File: src/rtl/seven_seg_scan_n_if.sv
// Display-side bundle for seven_seg_scan_n: value/control inputs towards the
// driver and the active-low pin outputs plus scan status back.
interface seven_seg_scan_n_if #(
  parameter int unsigned DIGITS   = 4,
  parameter int unsigned BRIGHT_W = 4
);
  localparam int unsigned IDX_W = (DIGITS > 1) ? $clog2(DIGITS) : 1;

  logic [4*DIGITS-1:0] digits;
  logic [DIGITS-1:0]   points;
  logic [DIGITS-1:0]   enable;
  logic [DIGITS-1:0]   blink;
  logic                lz_suppress;
  logic [BRIGHT_W-1:0] brightness;
  logic [6:0]          seg;
  logic                dp;
  logic [DIGITS-1:0]   an;
  logic [IDX_W-1:0]    digit_idx;
  logic                frame_done;

  modport master (
    output digits, points, enable, blink, lz_suppress, brightness,
    input  seg, dp, an, digit_idx, frame_done
  );

  modport slave (
    input  digits, points, enable, blink, lz_suppress, brightness,
    output seg, dp, an, digit_idx, frame_done
  );
endinterface

File: src/rtl/seven_seg_scan_n.sv
// Multiplexed N-digit hex seven-segment driver with internal scan prescaler,
// frame-shadowed inputs, blink, leading-zero blanking, PWM brightness and anode gap.
module seven_seg_scan_n #(
  parameter int unsigned DIGITS     = 4,
  parameter int unsigned PRESCALE_W = 12,
  parameter int unsigned BRIGHT_W   = 4,
  parameter int unsigned BLINK_W    = 6
) (
  input  logic             clk,
  input  logic             reset_n,
  seven_seg_scan_n_if.slave bus
);
  localparam int unsigned IDX_W = (DIGITS > 1) ? $clog2(DIGITS) : 1;
  localparam int unsigned NIB_W = 4;
  localparam logic [IDX_W-1:0] LAST_IDX = IDX_W'(DIGITS - 1);

  logic [PRESCALE_W-1:0]   pre;
  logic [IDX_W-1:0]        idx;
  logic [BLINK_W-1:0]      frame_cnt;
  logic                    phase;
  logic [NIB_W*DIGITS-1:0] sh_digits;
  logic [DIGITS-1:0]       sh_points;
  logic [DIGITS-1:0]       sh_enable;
  logic [DIGITS-1:0]       sh_blink;
  logic                    sh_lz;

  logic                    tick;
  logic                    frame_end;
  logic [NIB_W-1:0]        nibble;
  logic [DIGITS-1:0]       lz_mask;
  logic                    higher_zero;
  logic                    lit;
  logic                    suppress;
  logic [6:0]              seg_d;
  logic                    dp_d;
  logic [DIGITS-1:0]       an_d;

  logic [6:0]              seg_q;
  logic                    dp_q;
  logic [DIGITS-1:0]       an_q;
  logic [IDX_W-1:0]        idx_q;
  logic                    frame_done_q;

  function automatic logic [6:0] decode_hex(input logic [3:0] n);
    logic [6:0] s;
    case (n)
      4'h0: s = 7'h40;  4'h1: s = 7'h79;  4'h2: s = 7'h24;  4'h3: s = 7'h30;
      4'h4: s = 7'h19;  4'h5: s = 7'h12;  4'h6: s = 7'h02;  4'h7: s = 7'h78;
      4'h8: s = 7'h00;  4'h9: s = 7'h10;  4'hA: s = 7'h08;  4'hB: s = 7'h03;
      4'hC: s = 7'h46;  4'hD: s = 7'h21;  4'hE: s = 7'h06;  default: s = 7'h0E;
    endcase
    return s;
  endfunction

  assign tick      = &pre;
  assign frame_end = tick && (idx == LAST_IDX);

  // Scan counters, blink phase and frame-boundary shadow capture
  always_ff @(posedge clk or negedge reset_n) begin
    if (!reset_n) begin
      pre       <= '0;
      idx       <= '0;
      frame_cnt <= '0;
      phase     <= 1'b0;
      sh_digits <= '0;
      sh_points <= '0;
      sh_enable <= '0;
      sh_blink  <= '0;
      sh_lz     <= 1'b0;
    end else begin
      pre <= pre + PRESCALE_W'(1);
      if (tick) idx <= frame_end ? '0 : idx + IDX_W'(1);
      if (frame_end) begin
        sh_digits <= bus.digits;
        sh_points <= bus.points;
        sh_enable <= bus.enable;
        sh_blink  <= bus.blink;
        sh_lz     <= bus.lz_suppress;
        frame_cnt <= frame_cnt + BLINK_W'(1);
        if (&frame_cnt) phase <= ~phase;
      end
    end
  end

  // Next pin values for the digit in the current slot
  always_comb begin
    seg_d       = 7'h7F;
    dp_d        = 1'b1;
    an_d        = '1;
    lz_mask     = '0;
    higher_zero = 1'b1;
    nibble      = sh_digits[NIB_W*int'(idx) +: NIB_W];

    // lz_mask[i]: nibble i and every more significant nibble are zero
    for (int i = int'(DIGITS) - 1; i >= 0; i--) begin
      higher_zero = higher_zero & (sh_digits[NIB_W*i +: NIB_W] == '0);
      lz_mask[i]  = higher_zero;
    end

    lit = sh_enable[idx] && !(sh_blink[idx] && phase) && (pre != '0) &&
          ((pre[PRESCALE_W-1 -: BRIGHT_W] < bus.brightness) || (&bus.brightness));
    suppress = (idx != '0) && sh_lz && lz_mask[idx];

    if (lit) begin
      an_d[idx] = 1'b0;
      dp_d      = ~sh_points[idx];
      if (!suppress) seg_d = decode_hex(nibble);
    end
  end

  // Registered pin outputs
  always_ff @(posedge clk or negedge reset_n) begin
    if (!reset_n) begin
      seg_q        <= 7'h7F;
      dp_q         <= 1'b1;
      an_q         <= '1;
      idx_q        <= '0;
      frame_done_q <= 1'b0;
    end else begin
      seg_q        <= seg_d;
      dp_q         <= dp_d;
      an_q         <= an_d;
      idx_q        <= idx;
      frame_done_q <= frame_end;
    end
  end

  assign bus.seg        = seg_q;
  assign bus.dp         = dp_q;
  assign bus.an         = an_q;
  assign bus.digit_idx  = idx_q;
  assign bus.frame_done = frame_done_q;
endmodule

File: src/flat_wrapper.sv
// flat-port wrapper written by rule: the top's interface ports become plain ports
module seven_seg_scan_n_flat 
#(
  parameter int unsigned DIGITS     = 4,
  parameter int unsigned PRESCALE_W = 12,
  parameter int unsigned BRIGHT_W   = 4,
  parameter int unsigned BLINK_W    = 6
)
  (clk, reset_n, bus_digits, bus_points, bus_enable, bus_blink, bus_lz_suppress, bus_brightness, bus_seg, bus_dp, bus_an, bus_digit_idx, bus_frame_done);
  seven_seg_scan_n_if #(.DIGITS(DIGITS), .BRIGHT_W(BRIGHT_W)) bus_i ();
  input  logic clk;
  input  logic reset_n;
  input wire logic [$bits(bus_i.digits)-1:0] bus_digits;
  input wire logic [$bits(bus_i.points)-1:0] bus_points;
  input wire logic [$bits(bus_i.enable)-1:0] bus_enable;
  input wire logic [$bits(bus_i.blink)-1:0] bus_blink;
  input wire logic [$bits(bus_i.lz_suppress)-1:0] bus_lz_suppress;
  input wire logic [$bits(bus_i.brightness)-1:0] bus_brightness;
  output wire logic [$bits(bus_i.seg)-1:0] bus_seg;
  output wire logic [$bits(bus_i.dp)-1:0] bus_dp;
  output wire logic [$bits(bus_i.an)-1:0] bus_an;
  output wire logic [$bits(bus_i.digit_idx)-1:0] bus_digit_idx;
  output wire logic [$bits(bus_i.frame_done)-1:0] bus_frame_done;
  assign bus_i.digits = bus_digits;
  assign bus_i.points = bus_points;
  assign bus_i.enable = bus_enable;
  assign bus_i.blink = bus_blink;
  assign bus_i.lz_suppress = bus_lz_suppress;
  assign bus_i.brightness = bus_brightness;
  assign bus_seg = bus_i.seg;
  assign bus_dp = bus_i.dp;
  assign bus_an = bus_i.an;
  assign bus_digit_idx = bus_i.digit_idx;
  assign bus_frame_done = bus_i.frame_done;
  seven_seg_scan_n #(.DIGITS(DIGITS), .PRESCALE_W(PRESCALE_W), .BRIGHT_W(BRIGHT_W), .BLINK_W(BLINK_W)) u_core (.clk(clk), .reset_n(reset_n), .bus(bus_i));
endmodule
File: config.mk
export PLATFORM = sky130hd
export DESIGN_NAME = seven_seg_scan_n_flat
export DESIGN_NICKNAME = d
export VERILOG_FILES = /design/src/rtl/seven_seg_scan_n_if.sv /design/src/rtl/seven_seg_scan_n.sv /design/src/flat_wrapper.sv
export SDC_FILE = /design/constraint.sdc
export NUM_CORES = 1
export LEC_CHECK = 0
export ABC_AREA = 1
export CORE_MARGIN = 10
export CORE_UTILIZATION = 50
export DETAILED_ROUTE_END_ITERATION = 8
export PLACE_DENSITY_LB_ADDON = 0.15
export SLEW_MARGIN = 20
export SYNTH_ARGS = -nofsm -noshare
export SYNTH_HDL_FRONTEND = slang
export SYNTH_SLANG_ARGS = --single-unit
File: constraint.sdc
create_clock -name clk -period 4 [get_ports clk]
set_input_delay 0.8 -clock clk [delete_from_list [all_inputs] [get_ports clk]]
set_output_delay 0.8 -clock clk [all_outputs]
set_load 0.02 [all_outputs]
==> results of run 1 <==
==> layout by cell type, fill, tap and decap left out <==
master             n
inv_2              2
nand3_1           30
o211ai_1           2
buf_2              1
clkdlybuf4s50_1   48
nand4_1            3
xor2_1            11
dfstp_2           12
and2_1             1
inv_1             37
nand2_1          167
nand3_2            1
nand3_4            1
nor2_1            27
nor3_1             2
nor2_4             1
clkbuf_1           1
ha_1              16
o22ai_1            1
xnor2_1            3
bufinv_16          1
buf_4              1
o21ai_0           17
nand2_2           19
nor2_8             1
clkbuf_8          14
a21oi_1            3
dfrtp_1           53
==> power breakdown <==
part	leakage (nW)	switching [mW]	internal [mW]
Clock	0.116	0.241	0.374
Sequential	0.700	0.000392	0.660
Combinational	1.22	0.0236	0.0334
==> logic make-up after synthesis <==
group,Yosys count,share of synthesized area
buffers and inverters,52,0.0777
flip-flops,65,0.477
XOR/XNOR,14,0.0356
AND/OR/NAND/NOR,253,0.317
adder cells (fa/ha/maj),16,0.0581
AO/OA/AOI/OAI,23,0.0352
==> worst register-to-register path: cells and delay by family (launching register included) <==
family	cells	cell delay, ps
AND/OR/NAND/NOR	3	790
flip-flops	1	770
adder cells (fa/ha/maj)	1	310
buffers and inverters	2	450
==> per-layer routing <==
metal,track usage,vias up,share of wire
met2,0.207,58,0.43
met4,0.0674,0,0.019
met5,0,-,0
li1,-,1398,-
met3,0.0349,10,0.051
met1,0.181,1242,0.50
==> area by class of cell <==
| class | count | area share |
|---|---|---|
| well taps | 80 | 0.0242 |
| clock buffers | 15 | 0.0474 |
| inverters | 39 | 0.0353 |
| multi-input cells | 306 | 0.371 |
| clock inverters | 1 | 0.00725 |
| repair buffers | 50 | 0.119 |
| flip-flops and latches | 65 | 0.396 |
==> stage by stage <==
step,hold WS [ps],worst slack (ps)
3_5_place_dp,459,1310
5_1_grt,494,1310
3_3_place_gp,450,1410
2_1_floorplan,406,2160
4_1_cts,476,1550
6_report,474,1580
==> flip-flops by register name, indices dropped and copies added (netlist names) <==
name and flops:
u_core.sh_digits 16, u_core.pre 12, u_core.bus.seg 7, u_core.frame_cnt 6
u_core.bus.an 4, u_core.sh_blink 4, u_core.sh_enable 4, u_core.sh_points 4
u_core.bus.digit_idx 2, u_core.idx 2, u_core.bus.dp 1, u_core.bus.frame_done 1
u_core.phase 1, u_core.sh_lz 1
==> path summary, 6_finish.rpt <==
kind / slack [ps] / end
hold reg to reg: 470 / u_core.pre[0]
hold / removal: 470 / u_core.pre[0]
setup reg to reg: 1580 / u_core.sh_digits[8]
min in group asynchronous: 580 / u_core.frame_cnt[0]
setup / recovery: 1580 / u_core.sh_digits[8]
max in group asynchronous: 2520 / u_core.bus.seg[6]
==> results_dict.tcl, run 1 <==
set metrics [dict create \
    status "complete, no violations" \
    grt_max_degree 50 \
    crit_family "simple AND/OR/NAND/NOR gates" \
    gp_congestion 0.848 \
    syn_inst 423 \
    synth_area_leaders "dfrtp_1 (39%), nand2_1 (18%), dfstp_2 (9.2%), ha_1 (5.8%), nand3_1 (4.4%)" \
    drt-total-wl_mm 6.71 \
    placed_cells 540 \
    p_leak_nw 2.03 \
    core_area_um2 6760 \
    yosysMostFrequentCell "nand2_1" \
    ir_drop_mv 0.166 \
    routed_via_density 4.87 \
    avgSynthCellArea_um2 8.14 \
    htreeDepth 3 \
    critPathLaunch "u_core.idx[0]" \
    cts_sinks 65 \
    netlist_area_um2 3440 \
    max_freq_ghz 0.413 \
    ys_seq_area_frac 0.477 \
    multiInputGateArea_um2 1540 \
    synth.net_count 474 \
    antenna_found_initial 0 \
    worst_pin_slew_ps 903 \
    crit_buf_inv 2 \
    ys_types 26 \
    ant_nets 0 \
    ys_async_sr_fraction 1.00 \
    worstPathMaxFanout 49 \
    setup_viol 0 \
    cap_viol_max_count 0 \
    arrival_ps 2660 \
    synth-main-ff-cell "dfrtp_1" \
    seqCellArea_um2 1640 \
    yosysWarnings 0 \
    slowest_delay_ps 770 \
    routed_wire_length_per_instance_um 12.1 \
    yosysTopAreaCell "dfrtp_1" \
    io_pins 50 \
    min_period_over_period 0.605 \
    max_slew_margin 0.398 \
    finalNonFillerCells 556 \
    drc_errors 0 \
    min_period_ps 2420 \
    layout.nets 522 \
    hold_viol_final 0 \
    post_cts_resized 0 \
    grt_util_all_layers 0.138 \
    die_area_um2 10600 \
    crit_required_ps 4240 \
    grt_remaining_overflow 0 \
    cts_made_buffers 9 \
    tns_ps 0 \
    reg2reg_depth 6 \
    path_clk_slew_ps 70 \
    cts_root_buffer "clkbuf_8" \
    dp_hpwl_mm 4.91 \
    grt_pass1_vias 2621 \
    worstReg2RegStart "u_core.idx[0]" \
    slew_violations 0 \
    startpoint_type "flip-flop" \
    cp_num_cells 6 \
    placed_area_um2 3920 \
    holdCritStartpoint "u_core.pre[0]" \
    grt_first_pass_wirelength_mm 11.7 \
    cts_tree "done" \
    fin_util 0.613 \
    critPathKind "flip-flop to flip-flop" \
    via_count 2708 \
    ys_ff_latch 65 \
    num_rows 30 \
    whs_path_depth 1 \
    crit_path_cell_trace "ha_1, inv_1, nor2_8, inv_2, nand2_1, nand2_1" \
    drtIter0Drc 132 \
    synth_top_area_frac 0.385 \
    dr.pass1.iters 4 \
    p_per_area_nw_per_um2 322 \
    skew_ps 6.56 \
    clkLatencyLatePin_ps 350 \
    grt_setup_unrepaired "false" \
    fp.dieH_um 103 \
    area_growth_pct 20.3 \
    finalInstanceArea_um2 4140 \
    layout-drive-gt1-share 0.113 \
    portBuffers 49 \
    start_util 0.510 \
    holdBufCountCts 0 \
    worstSetupEndpointType "flip-flop" \
    crit_slowest_cell "dfrtp_1" \
    postCtsSetupRepairBufs 0 \
    fp.dieW_um 103 \
    synth_edf_count 0 \
    netlist_top_cells_count "nand2_1 (167), dfrtp_1 (53), inv_1 (37)" \
    cts_max_path_buffers 2 \
    p_total_mw 1.33 \
    diodes 0 \
    min_path_type "flip-flop to flip-flop" \
    fillers 610 \
    crit_path_frequent_cell "nand2_1" \
]
Power figures use the tool's default switching activity.
==> run 2, diff against run 1 <==
==> constraint.sdc (replaced) <==
create_clock -name clk -period 2.3 [get_ports clk]
set_input_delay 0.46 -clock clk [delete_from_list [all_inputs] [get_ports clk]]
set_output_delay 0.46 -clock clk [all_outputs]
set_load 0.02 [all_outputs]
==> results_dict.tcl, run 2 (synthesized netlist as in run 1, its figures left out) <==
set metrics [dict create \
    cap_viol_max_count 0 \
    skew_ps 9.15 \
    layout-drive-gt1-share 0.126 \
    worstPathMaxFanout 1 \
    slowest_delay_ps 600 \
    cts_made_buffers 9 \
    slew_violations 0 \
    htreeDepth 3 \
    final_common_cell "nand2_1" \
    finalInstanceArea_um2 4190 \
    worstSetupEndpointType "output port" \
    max_slew_margin 0.606 \
    fp.dieH_um 103 \
    drc_errors 0 \
    drtIter0Drc 136 \
    ant_nets 0 \
    grt_max_degree 42 \
    cts_tree "done" \
    num_rows 30 \
    min_period_ps 1920 \
    hold_viol_final 0 \
    dp_hpwl_mm 5.27 \
    grt_pass1_vias 2660 \
    grt_first_pass_wirelength_mm 11.9 \
    layout_common_cells "nand2_1 (167), dfrtp_1 (53), clkdlybuf4s50_1 (48)" \
    setup_viol 0 \
    p_per_area_nw_per_um2 519 \
    crit_buf_inv 1 \
    post_cts_resized 0 \
    grt_util_all_layers 0.140 \
    portBuffers 49 \
    max_freq_ghz 0.522 \
    cts_max_path_buffers 2 \
    crit_family "buffers and inverters" \
    placed_area_um2 3990 \
    area_growth_pct 21.5 \
    fp.dieW_um 103 \
    dr.pass1.iters 5 \
    layout.nets 529 \
    p_leak_nw 2.06 \
    arrival_ps 1460 \
    min_period_over_period 0.833 \
    core_area_um2 6760 \
    crit_required_ps 1840 \
    crit_path_cell_trace "clkdlybuf4s50_1" \
    cts_root_buffer "clkbuf_8" \
    path_clk_slew_ps 70 \
    ir_drop_mv 0.337 \
    critPathKind "flip-flop to output port" \
    grt_remaining_overflow 0 \
    status "complete, no violations" \
    routed_wire_length_per_instance_um 12.3 \
    postCtsSetupRepairBufs 0 \
    die_area_um2 10600 \
    min_path_type "input pin to asynchronous set/reset pin" \
    routed_via_density 4.83 \
    top_register "u_core.sh_digits" \
    fillers 608 \
    start_util 0.510 \
    antenna_found_initial 0 \
    worst_pin_slew_ps 591 \
    holdBufCountCts 0 \
    diodes 0 \
    grt_setup_unrepaired "false" \
    io_pins 50 \
    tns_ps 0 \
    crit_slowest_cell "clkdlybuf4s50_1" \
    largest_reg_flops 16 \
    cts_sinks 65 \
    drt-total-wl_mm 6.91 \
    via_count 2722 \
    clkLatencyLatePin_ps 350 \
    startpoint_type "flip-flop" \
    gp_congestion 0.855 \
]
-- run 2: cell types whose count changed in the layout (fill, tap and decap cells not counted) --
cell,delta
buf_12,+2
clkbuf_8,-1
buf_4,+5
bufinv_16,-1
clkinv_2,+2
-- run 2: area by class of cell --
class,instances,area [um^2],share of cell area
clock buffers,14,183,0.0436
clock inverters,2,10.0,0.00239
inverters,39,146,0.0350
multi-input cells,306,1540,0.367
flip-flops and latches,65,1640,0.392
well taps,80,100,0.0239
repair buffers,57,571,0.136
-- run 2: report_power, final --
part           switching [mW]  internal (mW)
clock network           0.416          0.506
logic                  0.0425         0.0610
registers            0.000589           1.15
-- run 2: through the flow --
| step | cells | setup WS (ps) | utilization | total power, mW | hold WS [ps] |
|---|---|---|---|---|---|
| 2_1_floorplan | 423 | 459 | - | 1.18 | 164 |
| 3_3_place_gp | 547 | 382 | 0.591 | 1.27 | 452 |
| 3_5_place_dp | 547 | 347 | 0.591 | 1.28 | 454 |
| 4_1_cts | 563 | 358 | 0.620 | 2.20 | 117 |
| 5_1_grt | 563 | 211 | 0.620 | 2.26 | 147 |
| 6_report | 563 | 384 | 0.620 | 2.17 | 111 |
-- run 2: final timing paths --
path | startpoint | to | slack [ps] | depth (start not counted)
min in group clk | u_core.sh_points[2] | u_core.sh_points[2] | 470 | 2
max in group asynchronous | reset_n | u_core.bus.an[2] | 1510 | 2
min | reset_n | u_core.frame_cnt[2] | 110 | 1
max reg2reg | u_core.idx[0] | u_core.bus.seg[3] | 440 | 12
max | u_core.bus.seg[4] | bus_seg[4] | 380 | 1
min reg2reg | u_core.sh_points[2] | u_core.sh_points[2] | 470 | 2
-- run 2: layer usage --
layer  up-vias  share of wire  wire (um)  GRT usage
li1       1416              -          -          -
met5         -              0          0          0
met2        59           0.43       2950      0.209
met1      1237           0.49       3420      0.185
met3        10          0.054        374     0.0389
met4         0          0.023        162     0.0631
==> run 3, diff against run 2 <==
--- a/config.mk
+++ b/config.mk
@@ -7,7 +7,7 @@
 export LEC_CHECK = 0
 export ABC_AREA = 1
 export CORE_MARGIN = 10
-export CORE_UTILIZATION = 50
+export CORE_UTILIZATION = 49
 export DETAILED_ROUTE_END_ITERATION = 8
 export PLACE_DENSITY_LB_ADDON = 0.15
 export SLEW_MARGIN = 20
==> constraint.sdc (replaced) <==
create_clock -name clk -period 1.7 [get_ports clk]
set_input_delay 0.34 -clock clk [delete_from_list [all_inputs] [get_ports clk]]
set_output_delay 0.34 -clock clk [all_outputs]
set_load 0.02 [all_outputs]
==> results_dict.tcl, run 3 (synthesized netlist as in run 1, its figures left out) <==
set metrics [dict create \
    core_area_um2 6830 \
    io_pins 50 \
    arrival_ps 1890 \
    startpoint_type "flip-flop" \
    worstReg2RegStart "u_core.idx[0]" \
    crit_path_frequent_cell "nand2_2" \
    finalInstanceArea_um2 4640 \
    diodes 0 \
    dp_hpwl_mm 5.48 \
    max_freq_ghz 0.616 \
    drtIter0Drc 117 \
    crit_required_ps 1970 \
    layout-drive-gt1-share 0.225 \
    drc_errors 0 \
    slew_violations 0 \
    start_util 0.504 \
    portBuffers 49 \
    min_period_over_period 0.955 \
    p_total_mw 3.01 \
    antenna_found_initial 0 \
    fp.dieH_um 104 \
    worstPathMaxFanout 5 \
    layout.nets 557 \
    drt-total-wl_mm 7.78 \
    min_path_type "flip-flop to flip-flop" \
    routed_via_density 4.81 \
    routed_wire_length_per_instance_um 12.8 \
    grt_remaining_overflow 0 \
    die_area_um2 10800 \
    timing.rr.end "u_core.bus.seg[0]" \
    clkLatencyLatePin_ps 340 \
    cts_root_buffer "clkbuf_8" \
    cts_max_path_buffers 2 \
    hold_viol_final 0 \
    worst_pin_slew_ps 538 \
    r2r_setup_slack_ps 80 \
    setup_viol 0 \
    min_period_ps 1620 \
    grt_pass1_vias 2804 \
    cts_made_buffers 9 \
    dr.pass1.iters 7 \
    crit_path_cell_trace "buf_6, nand2_2, nand2_2, nand2_2, nand2_4, inv_4, buf_4, ha_2, nand3_2, nand3_1, nand2_1, nand3_1" \
    cts_tree "done" \
    whs_path_depth 2 \
    ir_drop_mv 0.441 \
    max_slew_margin 0.641 \
    p_per_area_nw_per_um2 649 \
    htreeDepth 3 \
    p_leak_nw 2.24 \
    largest_reg_flops 16 \
    grt_util_all_layers 0.138 \
    slowest_delay_ps 450 \
    layout_common_cells "nand2_1 (155), dfrtp_1 (52), clkdlybuf4s50_1 (36)" \
    grt_first_pass_wirelength_mm 12.7 \
    hold_path_end "u_core.sh_points[2]" \
    reg2reg_depth 12 \
    final_common_cell "nand2_1" \
    grt_setup_unrepaired "true" \
    skew_ps 5.39 \
    worstSetupEndpointType "flip-flop" \
    area_growth_pct 34.7 \
    grt_max_degree 25 \
    holdCritStartpoint "u_core.sh_points[2]" \
    via_count 2913 \
    top_register "u_core.sh_digits" \
    critPathKind "flip-flop to flip-flop" \
    fp.dieW_um 104 \
    status "complete, no violations" \
    cap_viol_max_count 0 \
    gp_congestion 0.877 \
    cts_sinks 65 \
    crit_slowest_cell "dfrtp_2" \
    path_clk_slew_ps 70 \
    num_rows 30 \
    placed_area_um2 4180 \
    ant_nets 0 \
]
[run 3: changes by cell type in the layout (fill, tap and decap cells not counted), moves of 4 or more]
cell / delta
buf_12: +4
ha_1: -5
dlygate4sd2_1: +12
nand2_1: -12
inv_1: -4
nand2_2: +11
buf_6: +4
clkdlybuf4s50_1: -12
buf_4: +16
[run 3: where the power goes]
part           switching, mW  internal (mW)  leakage [nW]
clock network          0.570          0.745         0.102
logic                 0.0588         0.0857          1.44
registers           0.000597           1.55         0.698
total                  0.629           2.38          2.24
[run 3: worst max path at each step]
stage,start,end,slack [ps],cells past startpoint
final,u_core.idx[0],u_core.bus.seg[0],80,12
after global routing,u_core.idx[0],u_core.bus.seg[3],-30,10
after global placement,bus_brightness[3],u_core.bus.seg[0],-100,8
after detailed placement,bus_brightness[3],u_core.bus.seg[0],-140,8
after CTS,u_core.pre[0],u_core.sh_digits[9],2,8
after floorplan,u_core.idx[0],u_core.bus.seg[3],4,14
[run 3: timing repair]
action | 4_1_cts | 5_1_grt
setup buffers | 0 | 11
endpoints found under the hold margin | 8 | 0
cloned | 0 | 1
hold buffers | 1 | 0
pin swaps | 0 | 12
setup endpoints to repair | 24 | 38
resized for setup | 13 | 43
[run 3: area by class of cell]
type	count	area, um^2
Sequential cell	65	1640
Fill cell	572	2190
Clock buffer	12	155
Tap cell	96	120
Timing Repair Buffer	85	868
Multi-Input combinational cell	306	1660
Inverter	39	156
Clock inverter	3	40.0
[run 3: critical path, delay by kind of cell (launching register included)]
| kind | cells | cell delay (ps) |
|---|---|---|
| flip-flops | 1 | 450 |
| buffers and inverters | 3 | 330 |
| adder cells (fa/ha/maj) | 1 | 180 |
| AND/OR/NAND/NOR | 8 | 570 |
[run 3: layer usage]
metal / vias to the layer above / global-route usage / wire [um]
met4: 0 / 0.0507 / 136
met3: 10 / 0.0446 / 370
met2: 68 / 0.211 / 3700
li1: 1474 / - / -
met1: 1361 / 0.178 / 3580
met5: - / 0 / 0
[run 3: through the flow]
step,setup TNS (ps),setup slack (ps),utilization,instances,hold slack [ps]
floorplan,0,4.33,-,423,44.4
finish,0,77.3,0.679,606,473
CTS,0,1.85,0.640,594,475
global route,-44.6,-26.4,0.679,606,504
detailed placement,-1510,-142,0.612,578,354
global placement,-993,-97.2,0.612,578,347
